File: config.mk
export PLATFORM = sky130hd
export DESIGN_NAME = mem_request_unit_flat
export DESIGN_NICKNAME = d
export VERILOG_FILES = /design/src/rtl/mem_req_pkg.sv /design/src/rtl/mem_request_unit_if.sv /design/src/rtl/mem_watchdog.sv /design/src/rtl/mem_request_unit.sv /design/src/flat_wrapper.sv
export SDC_FILE = /design/constraint.sdc
export NUM_CORES = 1
export LEC_CHECK = 0
export BUFFER_PORTS_ARGS = -buffer_cell sky130_fd_sc_hd__buf_2
export CAP_MARGIN = 20
export CORE_MARGIN = 3
export CORE_UTILIZATION = 45
export CTS_CLUSTER_SIZE = 16
export DETAILED_ROUTE_END_ITERATION = 10
export GPL_ROUTABILITY_DRIVEN = 0
export PLACE_DENSITY_LB_ADDON = 0.3
export SYNTH_ARGS = -nofsm -noshare
export SYNTH_HDL_FRONTEND = slang
export SYNTH_SLANG_ARGS = --single-unit
File: constraint.sdc
create_clock -name clk -period 4.3 [get_ports clk]
set_clock_uncertainty 0.2 [all_clocks]
set_input_delay 0.43 -clock clk [delete_from_list [all_inputs] [get_ports clk]]
set_output_delay 0.43 -clock clk [all_outputs]
set_load 0.1 [all_outputs]
File: src/rtl/mem_req_pkg.sv
// Shared types and default sizing for the memory request unit.
package mem_req_pkg;

   localparam int ADDR_W_DEF  = 32;
   localparam int DATA_W_DEF  = 32;
   localparam int TIMEOUT_DEF = 255;

   typedef enum logic [2:0] {
      IDLE,
      I_REQ,
      I_WAIT,
      D_REQ,
      D_WAIT
   } state_t;

endpackage

File: src/rtl/mem_request_unit_if.sv
// RAM-side bus of the memory request unit.
// ram_ren/ram_wen are single-cycle strobes carrying ramaddr/ramstore; the RAM holds
// busy_o high while working, and ramload is taken in the first later cycle with busy_o low.
interface mem_request_unit_if
   import mem_req_pkg::*;
#(
   parameter int ADDR_W = ADDR_W_DEF,
   parameter int DATA_W = DATA_W_DEF
);

   logic [ADDR_W-1:0] ramaddr;
   logic [DATA_W-1:0] ramstore;
   logic              ram_ren;
   logic              ram_wen;
   logic [DATA_W-1:0] ramload;
   logic              busy_o;

   modport master (
      output ramaddr, ramstore, ram_ren, ram_wen,
      input  ramload, busy_o
   );

   modport slave (
      input  ramaddr, ramstore, ram_ren, ram_wen,
      output ramload, busy_o
   );

endinterface

File: src/rtl/mem_watchdog.sv
// Counts busy cycles while waiting on the RAM; flags a timeout and holds a sticky error.
module mem_watchdog
   import mem_req_pkg::*;
#(
   parameter int TIMEOUT = TIMEOUT_DEF
) (
   input  logic clk,
   input  logic nrst,
   input  logic waiting,
   input  logic busy,
   output logic timeout,
   output logic err_o
);

   localparam int CW = $clog2(TIMEOUT + 1);

   logic [CW-1:0] cnt;

   // Fires during the TIMEOUT-th busy cycle so the FSM can leave on that same edge.
   assign timeout = waiting && busy && (cnt == CW'(TIMEOUT - 1));

   always_ff @(posedge clk or negedge nrst) begin
      if (!nrst) begin
         cnt   <= '0;
         err_o <= 1'b0;
      end else begin
         if (!waiting || timeout) begin
            cnt <= '0;
         end else if (busy) begin
            cnt <= cnt + CW'(1);
         end
         if (timeout) begin
            err_o <= 1'b1;
         end
      end
   end

endmodule

File: src/rtl/mem_request_unit.sv
// Arbitrates core fetch and data requests onto a single-port RAM, one transaction at a time.
module mem_request_unit
   import mem_req_pkg::*;
#(
   parameter int ADDR_W  = ADDR_W_DEF,
   parameter int DATA_W  = DATA_W_DEF,
   parameter int TIMEOUT = TIMEOUT_DEF
) (
   input  logic                clk,
   input  logic                nrst,
   input  logic                imem_req,
   input  logic [ADDR_W-1:0]   imemaddr,
   input  logic                dmem_ren,
   input  logic                dmem_wen,
   input  logic [ADDR_W-1:0]   dmmaddr,
   input  logic [DATA_W-1:0]   dmmstore,
   output logic [DATA_W-1:0]   imemload,
   output logic [DATA_W-1:0]   dmmload,
   output logic                i_ready,
   output logic                d_ready,
   output logic                err_o,
   output state_t              state,
   mem_request_unit_if.master  ram
);

   state_t            state_q, state_d;
   logic [ADDR_W-1:0] lat_addr;
   logic [DATA_W-1:0] lat_data;
   logic              lat_write;
   logic              dserved;
   logic              d_pending, waiting, timeout, done_i, done_d;

   // dserved blocks a held data request from being replayed before the next fetch.
   assign d_pending = (dmem_ren || dmem_wen) && !dserved;
   assign waiting   = (state_q == I_WAIT) || (state_q == D_WAIT);
   assign done_i    = (state_q == I_WAIT) && !ram.busy_o;
   assign done_d    = (state_q == D_WAIT) && !ram.busy_o;

   always_comb begin
      state_d = state_q;
      unique case (state_q)
         IDLE: begin
            if (d_pending)     state_d = D_REQ;
            else if (imem_req) state_d = I_REQ;
         end
         I_REQ:  state_d = I_WAIT;
         D_REQ:  state_d = D_WAIT;
         I_WAIT, D_WAIT: begin
            if (timeout || !ram.busy_o) state_d = IDLE;
         end
         default: state_d = IDLE;
      endcase
   end

   always_ff @(posedge clk or negedge nrst) begin
      if (!nrst) state_q <= IDLE;
      else       state_q <= state_d;
   end

   always_ff @(posedge clk or negedge nrst) begin
      if (!nrst) begin
         lat_addr  <= '0;
         lat_data  <= '0;
         lat_write <= 1'b0;
         imemload  <= '0;
         dmmload   <= '0;
         i_ready   <= 1'b0;
         d_ready   <= 1'b0;
         dserved   <= 1'b0;
      end else begin
         if (state_q == IDLE && d_pending) begin
            lat_addr  <= dmmaddr & ~ADDR_W'(3);
            lat_data  <= dmmstore;
            lat_write <= dmem_wen;
         end else if (state_q == IDLE && imem_req) begin
            lat_addr  <= imemaddr & ~ADDR_W'(3);
            lat_write <= 1'b0;
         end
         i_ready <= done_i;
         d_ready <= done_d;
         if (done_i) imemload <= ram.ramload;
         if (done_d && !lat_write) dmmload <= ram.ramload;
         if (done_d)      dserved <= 1'b1;
         else if (done_i) dserved <= 1'b0;
      end
   end

   assign ram.ramaddr  = lat_addr;
   assign ram.ramstore = lat_data;
   assign ram.ram_ren  = (state_q == I_REQ) || ((state_q == D_REQ) && !lat_write);
   assign ram.ram_wen  = (state_q == D_REQ) && lat_write;
   assign state        = state_q;

   mem_watchdog #(.TIMEOUT(TIMEOUT)) u_watchdog (
      .clk     (clk),
      .nrst    (nrst),
      .waiting (waiting),
      .busy    (ram.busy_o),
      .timeout (timeout),
      .err_o   (err_o)
   );

endmodule

File: src/flat_wrapper.sv
// flat-port wrapper written by rule: the top's interface ports become plain ports
module mem_request_unit_flat import mem_req_pkg::*;
#(
   parameter int ADDR_W  = ADDR_W_DEF,
   parameter int DATA_W  = DATA_W_DEF,
   parameter int TIMEOUT = TIMEOUT_DEF
)
  (clk, nrst, imem_req, imemaddr, dmem_ren, dmem_wen, dmmaddr, dmmstore, imemload, dmmload, i_ready, d_ready, err_o, state, ram_ramaddr, ram_ramstore, ram_ram_ren, ram_ram_wen, ram_ramload, ram_busy_o);
  mem_request_unit_if #(.ADDR_W(ADDR_W), .DATA_W(DATA_W)) ram_i ();
  input  logic clk;
  input  logic nrst;
  input  logic imem_req;
  input  logic [ADDR_W-1:0] imemaddr;
  input  logic dmem_ren;
  input  logic dmem_wen;
  input  logic [ADDR_W-1:0] dmmaddr;
  input  logic [DATA_W-1:0] dmmstore;
  output logic [DATA_W-1:0] imemload;
  output logic [DATA_W-1:0] dmmload;
  output logic i_ready;
  output logic d_ready;
  output logic err_o;
  output state_t state;
  output wire logic [$bits(ram_i.ramaddr)-1:0] ram_ramaddr;
  output wire logic [$bits(ram_i.ramstore)-1:0] ram_ramstore;
  output wire logic [$bits(ram_i.ram_ren)-1:0] ram_ram_ren;
  output wire logic [$bits(ram_i.ram_wen)-1:0] ram_ram_wen;
  input wire logic [$bits(ram_i.ramload)-1:0] ram_ramload;
  input wire logic [$bits(ram_i.busy_o)-1:0] ram_busy_o;
  assign ram_ramaddr = ram_i.ramaddr;
  assign ram_ramstore = ram_i.ramstore;
  assign ram_ram_ren = ram_i.ram_ren;
  assign ram_ram_wen = ram_i.ram_wen;
  assign ram_i.ramload = ram_ramload;
  assign ram_i.busy_o = ram_busy_o;
  mem_request_unit #(.ADDR_W(ADDR_W), .DATA_W(DATA_W), .TIMEOUT(TIMEOUT)) u_core (.clk(clk), .nrst(nrst), .imem_req(imem_req), .imemaddr(imemaddr), .dmem_ren(dmem_ren), .dmem_wen(dmem_wen), .dmmaddr(dmmaddr), .dmmstore(dmmstore), .imemload(imemload), .dmmload(dmmload), .i_ready(i_ready), .d_ready(d_ready), .err_o(err_o), .state(state), .ram(ram_i));
endmodule
==> summary.md, run 1 <==
| Metric | Value |
|---|---|
| Global-route wire length before repair | 23200 um |
| Die width | 120 um |
| Netlist Area Pre-Place | 0.00583 sq mm |
| Layout Cells excl Fill | 861 |
| Placed cells | 829 |
| Port Buffer Count | 263 |
| RSZ-0062 raised after global routing | false |
| Worst setup path endpoint | u_core.ram.ramstore[31] |
| Min-Delay Path Class | in2reg |
| Core Area | approximately 0.012 sq mm |
| Min cycle time layout | 2630 ps |
| Worst EP required | 4390 ps |
| Post-Synthesis Cells | roughly 420 |
| Seq. cell area | approximately 0.0036 sq mm |
| CTS buffer count | 17 |
| Setup crit start kind | register |
| Largest net degree at the start of global routing | 92 |
| Instance count on the critical path | 5 |
| Post-DRT Antenna Nets | 0 |
| DIE HEIGHT | roughly 120 um |
| Grt ovf | 0 |
| Clock Sink Count | 142 |
| Number of flops mapped to enable cells by yosys | 0 |
| Seq/Total Area, Yosys | 0.609 |
| Crit. End Element | register |
| Crit path max-delay family | buffers and inverters |
| CTS tree | done |
| Wirelength per Cell | around 17 um |
| Initial antenna violation count | 0 |
| Post-route clock period utilization | 0.611 |
| Total negative slack | 0 ps |
| Reg-to-reg slack, setup | 1670 ps |
| Vias in the first global route | 4541 |
| Die area | 0.0144 sq mm |
| Outcome | completed |
| Slew at the pin closest to its max-slew limit | 1020 ps |
| FF-to-FF End | u_core.ram.ramstore[31] |
| Rel. slew slack | 0.320 |
| Skew-Pair Late Insertion Delay | approximately 400 ps |
| Crit path arrival time | 2710 ps |
| Remaining DRCs | 0 |
| Most common cell after layout, fill and taps aside | buf_2 |
| Area grow syn2layout | 33.5% |
| Hpwl dp | 10400 um |
| Synth warn | 0 |
| Final hold vios | 0 |
| Share of cells above drive strength 1 | 0.563 |
| # diodes | 0 |
| FF+latch count, synth | between 100 and 150 |
| Worst Path Buf+Inv | 2 |
| Max FO, Critical Path | 32 |
| Worst path max stage delay | approximately 500 ps |
| Slowest cell on crit path | dfrtp_1 |
| Final-report max-slew violation count | 0 |
| Crit Path Category | reg2reg |
| Routed WL | approximately 14000 um |
| Cells on worst reg2reg path | 5 |
| Commonest cells after routing, fill and taps aside | buf_2, dfrtp_1, mux2_2 |
| # setup viols final | 0 |
| Initial DRC Count | 230 |
| Crit path cell chain | nor3_2 > buf_4 > and2_1 > buf_4 > mux2_2 |
| CTS Root Cell | clkbuf_16 |
| Final Util | 0.630 |
| Via/cell ratio | ~5.0 |
| Cell row count | 40 |
| Synth top area share | 0.609 |
| Max Cap Violations | 0 |
| Clock Pin Slew Worst Setup and Hold Paths | 60 ps |
| Most frequent CP cell | buf_4 |
| Post-CTS Repair Setup Buffers | 0 |
| Initial Util | 0.472 |
| Top_reg_cell synth | dfrtp_1 |
| Critical Path Source | u_core.state[2] |
| Origin of the critical flop-to-flop path | u_core.state[2] |
| # IOs | 270 |
| Total Routing Usage GR | 0.205 |
| Cell area after layout | approximately 0.008 sq mm |
| Post-DP Area | approximately 0.0072 sq mm |
| Fin nets | 818 |
| Clock Tree Buf Depth | 2 |
| Post-synthesis cell type count | 37 |
| Mapped Avg Cell Area | 13.9 sq um |
| Number of fill cells in the layout | slightly below 1000 |
| Max Fclk | around 0.38 GHz |
| Synth area leader | dfrtp_1 |
| Htree depth | 4 |
| Post-synthesis async set-or-reset flop share | 1.00 |
| Area of the multi-input gates | 0.00205 sq mm |
| Ranking of synthesized cells by area | dfrtp_1, mux2_2, mux2_4 |
| Detailed-route via count | around 4300 |
| First-pass DRT Iterations | 4 |
## worst min path at each step
stage                                        from  depth (start not counted)  slack (ps)                 endpoint
after floorplan                              nrst                          0         -70           u_core.d_ready
after global placement    u_core.ram.ramstore[26]                          1         270  u_core.ram.ramstore[26]
after detailed placement  u_core.ram.ramstore[25]                          1         280  u_core.ram.ramstore[25]
after CTS                            dmmstore[27]                          2          20  u_core.ram.ramstore[27]
after global routing                 dmmstore[25]                          2          30  u_core.ram.ramstore[25]
final                                dmmstore[27]                          2          40  u_core.ram.ramstore[27]
## flip-flops by register name, summed over array words and instances (netlist names)
name                     cells
u_core.dmmload              32
u_core.imemload             32
u_core.ram.ramstore         32
u_core.ram.ramaddr          30
u_core.u_watchdog.cnt        8
u_core.state                 3
u_core.d_ready               1
u_core.dserved               1
u_core.i_ready               1
u_core.lat_write             1
u_core.u_watchdog.err_o      1
## area by class of cell
class	instances	share of cell area
flip-flops and latches	142	0.456
multi-input cells	246	0.263
repair buffers	271	0.180
clock buffers	24	0.0606
well taps	168	0.0270
clock inverters	6	0.0111
inverters	4	0.00193
## stage by stage
stage,hold slack [ps],worst slack (ps)
CTS,24.0,1650
global route,25.1,1470
finish,42.7,1670
global placement,266,1740
floorplan,-65.6,916
detailed placement,277,1670
## Yosys cell counts, types with 2 or more instances
library cell,instances
a21oi_1,34
buf_12,3
buf_2,6
buf_4,2
buf_6,7
clkbuf_1,9
dfrtp_1,142
ha_1,2
inv_1,4
mux2_1,7
mux2_2,59
mux2_4,30
mux2i_1,2
nand2_1,7
nand3_1,3
nand4_1,2
nor2_1,36
nor3b_4,2
o21ai_0,8
o21bai_1,4
o22ai_1,30
or3_1,3
xor2_1,3
## kinds of logic (layout without fill, tap and decap cells)
kind of cell,after synthesis,in the layout,synth area share
simple gates,60,60,0.0504
flops,142,142,0.609
other cells,1,2,0.000643
buf+inv,32,305,0.0425
xor+xnor,4,4,0.00601
fa+ha+maj,2,2,0.00429
mux,98,98,0.208
compound gates,80,80,0.0791
## metal layers
metal	track usage	vias to the layer above	part of all wire	routed length [um]
met2	0.346	198	0.49	7100
met5	0	-	0	0
li1	-	2011	-	-
met1	0.249	2114	0.41	5870
met4	0.0644	0	0.013	192
met3	0.0702	16	0.086	1240
## repair_timing
item | 4_1_cts | 5_1_grt
gates resized for setup | 0 | 0
hold buffers | 1 | 0
hold endpoints to repair | 89 | 0
Power of run 1 is not shown: default switching activity piles up to over one toggle a cycle in this logic, so the estimate is an artifact.
==> run 2, diff against run 1 <==
Clock period 4.3 ns to 2.45 ns, I/O delays scaled along.
==> summary.md, run 2 (same netlist as run 1, synthesis figures left out) <==
| Metric | Value |
|---|---|
| Outcome | completed |
| Worst path max stage delay | 590 ps |
| Slowest cell on crit path | dlygate4sd3_1 |
| Pre-CTS setup slack | about 250 ps |
| Worst EP required | 2570 ps |
| Most frequent CP cell | dlygate4sd3_1 |
| Initial DRC Count | 273 |
| DIE HEIGHT | 120 um |
| Clock Tree Buf Depth | 2 |
| Fin nets | 951 |
| Rel. slew slack | 0.501 |
| Final setup margin | 204 ps |
| Hpwl dp | roughly 11000 um |
| Total Routing Usage GR | 0.270 |
| Initial Util | 0.472 |
| Slew at the pin closest to its max-slew limit | 741 ps |
| CTS Root Cell | clkbuf_16 |
| Die area | 0.0144 sq mm |
| Routed WL | approximately 19000 um |
| Commonest cells after routing, fill and taps aside | buf_2, dfrtp_1, dlygate4sd3_1 |
| Skew-Pair Late Insertion Delay | 410 ps |
| First-pass DRT Iterations | 4 |
| # setup viols final | 0 |
| Largest net degree at the start of global routing | 63 |
| Crit Path Category | in2reg |
| Max FO, Critical Path | 30 |
| Clock Pin Slew Worst Setup and Hold Paths | 60 ps |
| Post-route clock period utilization | 0.917 |
| CTS buffer count | 17 |
| Min cycle time layout | 2250 ps |
| Vias in the first global route | 5609 |
| Clock Sink Count | 142 |
| Initial antenna violation count | 0 |
| Core Area | 0.0124 sq mm |
| Wirelength per Cell | ~19 um |
| Global-route wire length before repair | 30200 um |
| Most common cell after layout, fill and taps aside | buf_2 |
| Max Fclk | around 0.45 GHz |
| Setup crit start kind | input port |
| Final-report max-slew violation count | 0 |
| Htree depth | 4 |
| Remaining DRCs | 0 |
| RSZ-0062 raised after global routing | false |
| Number of fill cells in the layout | 728 |
| Max Cap Violations | 0 |
| Layout Cells excl Fill | 995 |
| Detailed-route via count | 5114 |
| CTS tree | done |
| Hold Slack | roughly 83 ps |
| Final hold vios | 0 |
| Post-DRT Antenna Nets | 0 |
| Area grow syn2layout | 58.0% |
| Min-Delay Path Class | in2reg |
| Share of cells above drive strength 1 | 0.487 |
| # IOs | 270 |
| Crit path cell chain | dlygate4sd3_1 > buf_2 > o21bai_2 > buf_4 > o22ai_1 > dlygate4sd3_1 > a21oi_1 |
| Cell row count | 40 |
| PostCTS Resize Cnt | 0 |
| # diodes | 0 |
| Port Buffer Count | about 260 |
| Via/cell ratio | 5.14 |
| Crit. End Element | register |
| Total negative slack | 0 ps |
| Crit path arrival time | 2370 ps |
| Grt ovf | 0 |
| Placed cells | 835 |
| Die width | 120 um |
run 2: stage by stage:
stage	util	instance area [sq um]
6_report	0.746	9220
5_1_grt	0.746	9220
4_1_cts	0.746	9220
3_5_place_dp	0.590	7300
3_3_place_gp	0.590	7300
2_1_floorplan	-	5850
run 2: worst max-delay path: cells and delay by family:
kind | cells | cell delay, ps
buffers and inverters | 4 | 1640
AO/OA/AOI/OAI | 3 | 480
run 2: layout make-up:
| cell class | instances | area, sq um | area share |
|---|---|---|---|
| timing repair buffer | 404 | 2750 | 0.299 |
| multi-input combinational | 246 | 2050 | 0.223 |
| inverter | 4 | 15.0 | 0.00163 |
| clock inverter | 11 | 191 | 0.0208 |
| clock buffer | 20 | 437 | 0.0474 |
| sequential | 142 | 3560 | 0.386 |
| tap | 168 | 210 | 0.0228 |
run 2: final timing paths:
path | startpoint | end | slack (ps) | cells past startpoint
setup / recovery | dmem_wen | u_core.ram.ramaddr[10] | 200 | 7
hold / removal | dmem_ren | u_core.state[0] | 80 | 3
setup reg to reg | u_core.dserved | u_core.ram.ramaddr[22] | 220 | 6
hold reg to reg | u_core.ram.ramstore[25] | u_core.ram.ramstore[25] | 280 | 1
max in group asynchronous | nrst | u_core.ram.ramstore[8] | 1180 | 3
min in group asynchronous | nrst | u_core.dmmload[23] | 190 | 2
run 2: layer usage:
layer	GRT usage	routed length, um	vias up
li1	-	-	2275
met1	0.306	6970	2498
met2	0.472	9630	291
met5	0	0	-
met3	0.0839	1490	50
met4	0.112	603	0
run 2: repair_timing:
action	4_1_cts	5_1_grt
hold buffers	129	0
endpoints found under the hold margin	187	0
buffers inserted	0	0
Power of run 2 is left out for the same reason.
==> run 3, diff against run 2 <==
--- a/config.mk
+++ b/config.mk
@@ -8,3 +8,3 @@
 export BUFFER_PORTS_ARGS = -buffer_cell sky130_fd_sc_hd__buf_2
-export CAP_MARGIN = 20
+export CAP_MARGIN = 10
 export CORE_MARGIN = 3
--- a/constraint.sdc
+++ b/constraint.sdc
@@ -4,2 +4,2 @@
 set_output_delay 0.245 -clock clk [all_outputs]
-set_load 0.1 [all_outputs]
+set_load 0.02 [all_outputs]
==> summary.md, run 3 (same netlist as run 1, synthesis figures left out) <==
| Metric | Value |
|---|---|
| Max Fclk | 0.430 GHz |
| Hold depth | 4 |
| HP Start | dmem_ren |
| Die area | 0.0144 sq mm |
| Area grow syn2layout | 59.2% |
| Slew at the pin closest to its max-slew limit | 532 ps |
| Final-report max-slew violation count | 0 |
| Share of cells above drive strength 1 | 0.487 |
| CTS Root Cell | clkbuf_16 |
| Layout Cells excl Fill | 996 |
| Max FO, Critical Path | 30 |
| CTS tree | done |
| Initial Util | 0.472 |
| Worst path max stage delay | 600 ps |
| Largest net degree at the start of global routing | 55 |
| Min cycle time layout | 2330 ps |
| # IOs | 270 |
| PostCTS Resize Cnt | 0 |
| Clock Tree Buf Depth | 2 |
| Total Routing Usage GR | 0.272 |
| FF-to-FF End | u_core.ram.ramaddr[15] |
| Hpwl dp | between 10000 and 15000 um |
| Global-route wire length before repair | 30200 um |
| Total negative slack | 0 ps |
| Post-DP Area | 0.00732 sq mm |
| P_int | 7880 uW |
| Switching Share | 0.385 |
| DIE HEIGHT | 120 um |
| Outcome | completed |
| Slowest cell on crit path | dlygate4sd3_1 |
| LEAKAGE | approximately 0.0045 uW |
| Crit Path Category | reg2reg |
| Detailed-route via count | 5133 |
| Min-Delay Path Class | in2reg |
| Cells on worst reg2reg path | 6 |
| CTS buffer count | 17 |
| Pre-CTS setup slack | 334 ps |
| Clock Sink Count | 142 |
| Cell area after layout | 0.00929 sq mm |
| Commonest cells after routing, fill and taps aside | buf_2, dfrtp_1, dlygate4sd3_1 |
| Vias in the first global route | 5579 |
| Crit path arrival time | 2440 ps |
| Grt ovf | 0 |
| Post-CTS Repair Setup Buffers | 0 |
| Design Power | 12800 uW |
| Cell row count | 40 |
| Worst EP required | about 2600 ps |
| PwrDens | 1380 mW/mm^2 |
| Crit path max-delay family | buffers and inverters |
| Skew-Pair Late Insertion Delay | ~410 ps |
| Final hold vios | 0 |
| Crit path cell chain | o21bai_2 > nand2_1 > buf_4 > o22ai_1 > dlygate4sd3_1 > a21oi_1 |
| Initial DRC Count | roughly 340 |
| Final setup margin | 124 ps |
| Most common cell after layout, fill and taps aside | buf_2 |
| Worst Path Buf+Inv | 2 |
| Reg-to-reg slack, setup | 120 ps |
| Die width | 120 um |
| VDD IR max | 0.000727 V |
| Comb pwr share | 0.443 |
| Max Cap Violations | 0 |
| Origin of the critical flop-to-flop path | u_core.dserved |
| Part of the power in registers | 0.322 |
| Proportion of power drawn by the clock network | 0.235 |
| First-pass DRT Iterations | 4 |
| # setup viols final | 0 |
| Rel. slew slack | 0.645 |
| Setup crit start kind | register |
| Initial antenna violation count | 1 |
| Crit. End Element | register |
| Post-route clock period utilization | 0.950 |
| # hold bufs at CTS | roughly 130 |
| Placed cells | about 840 |
| Port Buffer Count | 263 |
| Core Area | 0.0124 sq mm |
| Hold path endpoint | u_core.state[1] |
| Htree depth | 4 |
| Via/cell ratio | ~5.2 |
| Routed WL | 19300 um |
| Sw power | between 4000 and 5000 uW |
| Clock Pin Slew Worst Setup and Hold Paths | 60 ps |
| Post-DRT Antenna Nets | 0 |
| Remaining DRCs | 0 |
| Wirelength per Cell | 19.3 um |
| RSZ-0062 raised after global routing | false |
| Fin nets | 950 |
run 3: metal layers:
layer  GRT usage  routed length [um]
met4      0.0966                 446
met5           0                   0
met2       0.475                9820
met3      0.0853                1580
met1       0.315                7420
run 3: worst min-delay path, cell delays in order:
cell and delay (ps):
buf_2 100, o21ba_2 150, o21bai_1 60, mux2i_1 110
run 3: layout make-up:
cell class                      instances  area, sq um
Multi-Input combinational cell        246         2050
Clock buffer                           20          467
Clock inverter                         12          230
Timing Repair Buffer                  403         2770
Sequential cell                       142         3550
Fill cell                             714         3070
Tap cell                              168          210
Inverter                                4         15.0
Antenna cell                            1         2.50
run 3: worst max path at each step:
stage,from,endpoint,slack [ps],cells past startpoint
2_1_floorplan,u_core.state[2],u_core.ram.ramstore[28],350,6
4_1_cts,ram_busy_o,u_core.dmmload[17],210,7
5_1_grt,u_core.dserved,u_core.ram.ramaddr[21],70,6
6_report,u_core.dserved,u_core.ram.ramaddr[15],120,6
3_5_place_dp,u_core.state[0],u_core.dmmload[0],330,5
3_3_place_gp,u_core.state[0],u_core.dmmload[9],360,5
run 3: per-stage QoR:
stage	util	hold slack, ps
floorplan	-	-251
global placement	0.592	22.4
detailed placement	0.592	34.4
CTS	0.751	91.8
global route	0.752	123
finish	0.752	109
run 3: power by group through the flow:
| stage | Clock [uW] | Combinational, uW | Sequential, uW |
|---|---|---|---|
| 2_1_floorplan | 0 | 2210 | 5270 |
| 3_3_place_gp | 0 | 5110 | 4010 |
| 3_5_place_dp | 0 | 5250 | 4070 |
| 4_1_cts | 3040 | 5570 | 4060 |
| 5_1_grt | 3170 | 6020 | 4250 |
| 6_report | 3010 | 5680 | 4130 |
Power figures use the tool's default switching activity.
